`src/rtl/row_accumulator.sv`:
```
// Row dot-product accumulator: per lane, pops a row length, sums that many signed
// products from the lane mult FIFO, and offers the sum on a valid/ready result port.
module row_accumulator #(
  parameter int unsigned channel_num  = 4,
  parameter int unsigned val_bits     = 16,
  parameter int unsigned row_len_size = 8,
  parameter int unsigned acc_bits     = 40,
  parameter int unsigned cnt_bits     = 16
) (
  input  logic                                  clk,
  input  logic                                  rst,
  input  logic [2*val_bits*channel_num-1:0]     mult,
  input  logic [channel_num-1:0]                mult_fifo_empty,
  output logic [channel_num-1:0]                mult_fifo_read,
  input  logic [row_len_size*channel_num-1:0]   len,
  input  logic [channel_num-1:0]                len_fifo_empty,
  output logic [channel_num-1:0]                len_fifo_read,
  output logic [acc_bits*channel_num-1:0]       res,
  output logic [channel_num-1:0]                res_valid,
  input  logic [channel_num-1:0]                res_ready,
  output logic [cnt_bits*channel_num-1:0]       rows_done
);

  localparam int unsigned prod_bits = 2 * val_bits;

  typedef enum logic [1:0] {
    S_LEN = 2'd0,
    S_ACC = 2'd1,
    S_OUT = 2'd2
  } state_t;

  for (genvar i = 0; i < channel_num; i++) begin : g_lane
    state_t                  state_q, state_d;
    logic [acc_bits-1:0]     acc_q, acc_d;
    logic [row_len_size-1:0] rem_q, rem_d;
    logic                    valid_q, valid_d;
    logic [cnt_bits-1:0]     cnt_q, cnt_d;
    logic                    len_rd, mult_rd;
    logic [prod_bits-1:0]    prod;
    logic [row_len_size-1:0] row_len;
    logic [acc_bits-1:0]     prod_ext;

    assign prod     = mult[i*prod_bits +: prod_bits];
    assign row_len  = len[i*row_len_size +: row_len_size];
    assign prod_ext = acc_bits'($signed(prod));

    // Lane state register; reset discards any partial row.
    always_ff @(posedge clk or posedge rst) begin
      if (rst) begin
        state_q <= S_LEN;
        acc_q   <= '0;
        rem_q   <= '0;
        valid_q <= 1'b0;
        cnt_q   <= '0;
      end else begin
        state_q <= state_d;
        acc_q   <= acc_d;
        rem_q   <= rem_d;
        valid_q <= valid_d;
        cnt_q   <= cnt_d;
      end
    end

    // Next-state and pop strobes; strobes are held low during reset.
    always_comb begin
      state_d = state_q;
      acc_d   = acc_q;
      rem_d   = rem_q;
      valid_d = valid_q;
      cnt_d   = cnt_q;
      len_rd  = 1'b0;
      mult_rd = 1'b0;
      case (state_q)
        S_LEN: begin
          if (!rst && !len_fifo_empty[i]) begin
            len_rd = 1'b1;
            acc_d  = '0;
            rem_d  = row_len;
            if (row_len == '0) begin
              state_d = S_OUT;
              valid_d = 1'b1;
            end else begin
              state_d = S_ACC;
            end
          end
        end
        S_ACC: begin
          if (!rst && !mult_fifo_empty[i]) begin
            mult_rd = 1'b1;
            acc_d   = acc_q + prod_ext;
            rem_d   = rem_q - row_len_size'(1);
            if (rem_q == row_len_size'(1)) begin
              state_d = S_OUT;
              valid_d = 1'b1;
            end
          end
        end
        S_OUT: begin
          if (res_ready[i]) begin
            cnt_d   = cnt_q + cnt_bits'(1);
            valid_d = 1'b0;
            state_d = S_LEN;
          end
        end
        default: begin
          state_d = S_LEN;
          valid_d = 1'b0;
        end
      endcase
    end

    assign len_fifo_read[i]                  = len_rd;
    assign mult_fifo_read[i]                 = mult_rd;
    assign res[i*acc_bits +: acc_bits]       = acc_q;
    assign res_valid[i]                      = valid_q;
    assign rows_done[i*cnt_bits +: cnt_bits] = cnt_q;
  end

endmodule

```
`config.mk`:
```
export PLATFORM = sky130hd
export DESIGN_NAME = row_accumulator
export DESIGN_NICKNAME = d
export VERILOG_FILES = /design/src/rtl/row_accumulator.sv
export SDC_FILE = /design/constraint.sdc
export NUM_CORES = 1
export LEC_CHECK = 0
export BUFFER_PORTS_ARGS = -buffer_cell sky130_fd_sc_hd__buf_2
export CAP_MARGIN = 20
export CORE_AREA = 5 5 225 227
export CTS_CLUSTER_DIAMETER = 80
export CTS_CLUSTER_SIZE = 14
export DETAILED_ROUTE_END_ITERATION = 16
export DIE_AREA = 0 0 230 232
export SLEW_MARGIN = 15
export SYNTH_ARGS = -nofsm -noshare
export SYNTH_HDL_FRONTEND = slang
export SYNTH_SLANG_ARGS = --single-unit
```
`constraint.sdc`:
```
create_clock -name clk -period 14.5 [get_ports clk]
set_input_delay 0.725 -clock clk [delete_from_list [all_inputs] [get_ports clk]]
set_output_delay 0.725 -clock clk [all_outputs]
set_load 0.01 [all_outputs]
```
==> impl_metrics.tcl <==
set metrics [dict create \
    clock_latency_ns 0.58 \
    die_w_um 230 \
    numCtsBuffers 29 \
    core_mm2 0.04844 \
    antenna_left 0 \
    timing.slew.headroom_pct 27.45 \
    synth_edf_count 0 \
    pin_count 410 \
    firstDrtPassIters 5 \
    layout_common_cells "buf_2 (409), dfrtp_1 (268), nand2_1 (230), o21ai_0 (183), a21oi_1 (180)" \
    placed_cell_area_mm2 0.02165 \
    async_flop_share_pct 100.0 \
    yosysTopAreaCellShare_pct 35.10 \
    layout.cells.most_common "buf_2" \
    cts_hold_buf 0 \
    finalHoldViolCount 0 \
    grt_max_degree 134 \
    wirelength_mm 57.86 \
    min_period_over_period_pct 26.22 \
    wl_per_cell_um 18.27 \
    min_path_type "primary input to flip-flop" \
    synth_top_cell_by_area "dfrtp_1" \
    grt_overflow 0 \
    total_power_uw 4751 \
    synth-seq-area-share_pct 35.10 \
    cpMaxStageDelayCell "inv_1" \
    synthTopCellsByArea "dfrtp_1 (35%), ha_1 (11%), xnor2_1 (5.2%)" \
    crit_family "buffers and inverters" \
    viasPerCell 5.553 \
    cts_tree "built" \
    ys.flop_type "dfrtp_1" \
    slew_viol_final 0 \
    synth_seq_cells 268 \
    tns_ns 0 \
    avgSynthCellArea_um2 8.842 \
    io_buffers 409 \
    fmax_ghz 0.2631 \
    clk_pin_slew_ns 0.06 \
    hpwl_mm 44.06 \
    netlist_area_mm2 0.01911 \
    nets 2870 \
    crit_path_start_kind "flip-flop" \
    critPathArrivalTime_ns 3.08 \
    vias 17585 \
    cts-resized-gates 0 \
    slowest_delay_ns 0.57 \
    critPathKind "flip-flop to output pin" \
    grt_usage_pct 20.68 \
    cp_cell_sequence "nand2b_1 -> or3_1 -> buf_4 -> inv_1 -> buf_2" \
    initial_core_util_pct 39.44 \
    place.gp.congestion 0.9019 \
    ys_types 85 \
    maxCapViolations 0 \
    end_kind "output pin" \
    antenna_found_initial 10 \
    critPathBufInv 3 \
    critPathMaxFanout 35 \
    cellPowerDensity_mw_per_mm2 210.2 \
    postCtsSetupBuffers 0 \
    p_leak_uw 0.01151 \
    setup_viol 0 \
    cts_max_path_buffers 3 \
    fin_area_mm2 0.02261 \
    rsz0062_at_grt "false" \
    area_growth_pct 18.33 \
    cts.sinks 268 \
    ir_drop_mv 0.1030 \
    status "finished clean" \
    syn-num-nets 2507 \
    die_area_mm2 0.05336 \
    fin_crit_ns 3.802 \
    cts_max_level 1 \
    drive_above_1_share_pct 20.04 \
    grt_pass1_wl_mm 92.15 \
    max_slew.worst_pin.slew_ns 1.078 \
    syn_inst 2161 \
    clock_skew_ns 0.01606 \
    grt_pass1_vias 17326 \
    die_h_um 232 \
    rows 81 \
    root_buffer "clkbuf_16" \
    worstPathRequired_ns 13.78 \
    yosysWarningCount 0 \
    drt-initial-drc-count 1008 \
    drcViolationCount 0 \
]
[path summary, 6_finish.rpt]
| path | slack (ns) | startpoint | cells after the start | end |
|---|---|---|---|---|
| worst max register to register | 11.02 | g_lane[2].state_q[1] | 8 | g_lane[2].rem_q[5] |
| worst max-delay path | 10.70 | g_lane[0].state_q[1] | 5 | mult_fifo_read[0] |
| min in group asynchronous | 0.60 | rst | 3 | g_lane[3].rem_q[0] |
| max in group asynchronous | 11.91 | rst | 5 | g_lane[2].acc_q[33] |
| worst min register to register | 0.47 | g_lane[2].cnt_q[15] | 1 | g_lane[2].cnt_q[15] |
| worst min-delay path | 0.38 | res_ready[2] | 2 | g_lane[2].state_q[1] |
[logic make-up (layout without fill, tap and decap cells)]
kind of cell    count (synthesis)  count (layout)  synth area share, %
compound gates                732             732                24.98
simple gates                  614             614                15.05
flops                         268             268                35.10
xor+xnor                      197             197                9.030
fa+ha+maj                     172             172                11.42
buf+inv                       163             542                3.608
mux                            15              15               0.8185
other cells                     0               5                    0
[flip-flops by register name, indices dropped and copies added, names as in the netlist]
signal,flops
g_lane.cnt_q,64
g_lane.state_q,8
g_lane.valid_q,4
g_lane.rem_q,32
g_lane.acc_q,160
[cells in the mapped netlist, types with 10 or more instances]
library cell / number
or3_1: 14
a211oi_1: 15
a21o_1: 97
o21ai_0: 183
nand4_1: 40
nor3_1: 35
nor2_1: 135
clkbuf_1: 69
and3_1: 16
a21oi_1: 180
inv_1: 73
buf_4: 13
o21bai_1: 28
ha_1: 168
mux2i_1: 10
a22o_1: 50
nor2b_1: 12
a31oi_1: 23
o211ai_1: 11
nand2_1: 230
xnor2_1: 114
o21a_1: 16
xor2_1: 83
dfrtp_1: 268
nand3_1: 48
nor4_1: 23
o22ai_1: 25
nand2b_1: 22
[layout make-up]
type,count,area [um2]
repair buffers,422,2157
diodes,5,12.51
well taps,622,778.2
clock buffers,31,753.2
fillers,4811,25830
inverters,73,281.5
flip-flops and latches,268,6706
multi-input cells,1730,11750
clock inverters,16,173.9
[layer usage]
layer,vias up,track usage (%),part of all wire (%)
met1,8391,25.79,42
met4,8,6.034,2.8
li1,8634,-,-
met5,-,0,0.079
met3,92,5.368,7.2
met2,460,35.49,48
[per-stage QoR]
| stage | hold slack (ns) | std cells | setup WS, ns | util (%) |
|---|---|---|---|---|
| finish | 0.3782 | 3167 | 10.70 | 46.67 |
| global route | 0.3709 | 3167 | 10.48 | 46.67 |
| CTS | 0.3394 | 3161 | 10.69 | 46.60 |
| detailed placement | 0.4606 | 3114 | 10.68 | 44.69 |
| global placement | 0.4537 | 3114 | 10.75 | 44.69 |
| floorplan | 0.4500 | 2161 | 6.212 | - |
[worst register-to-register path, cell delays in order (launching register included)]
cell and delay (ns):
dfrtp_1 0.48, nand2b_1 0.60, or3_1 0.20, buf_4 0.34, inv_1 0.38, nor2_4 0.63, buf_4 0.46, nor2_1 0.10
o22a_1 0.19
[power by group]
group	total (uW)	switching, uW	internal (uW)
registers	1310	282	1030
clock network	754	340	414
logic	2690	1540	1150
total	4750	2160	2590
Power figures use the tool's default switching activity.
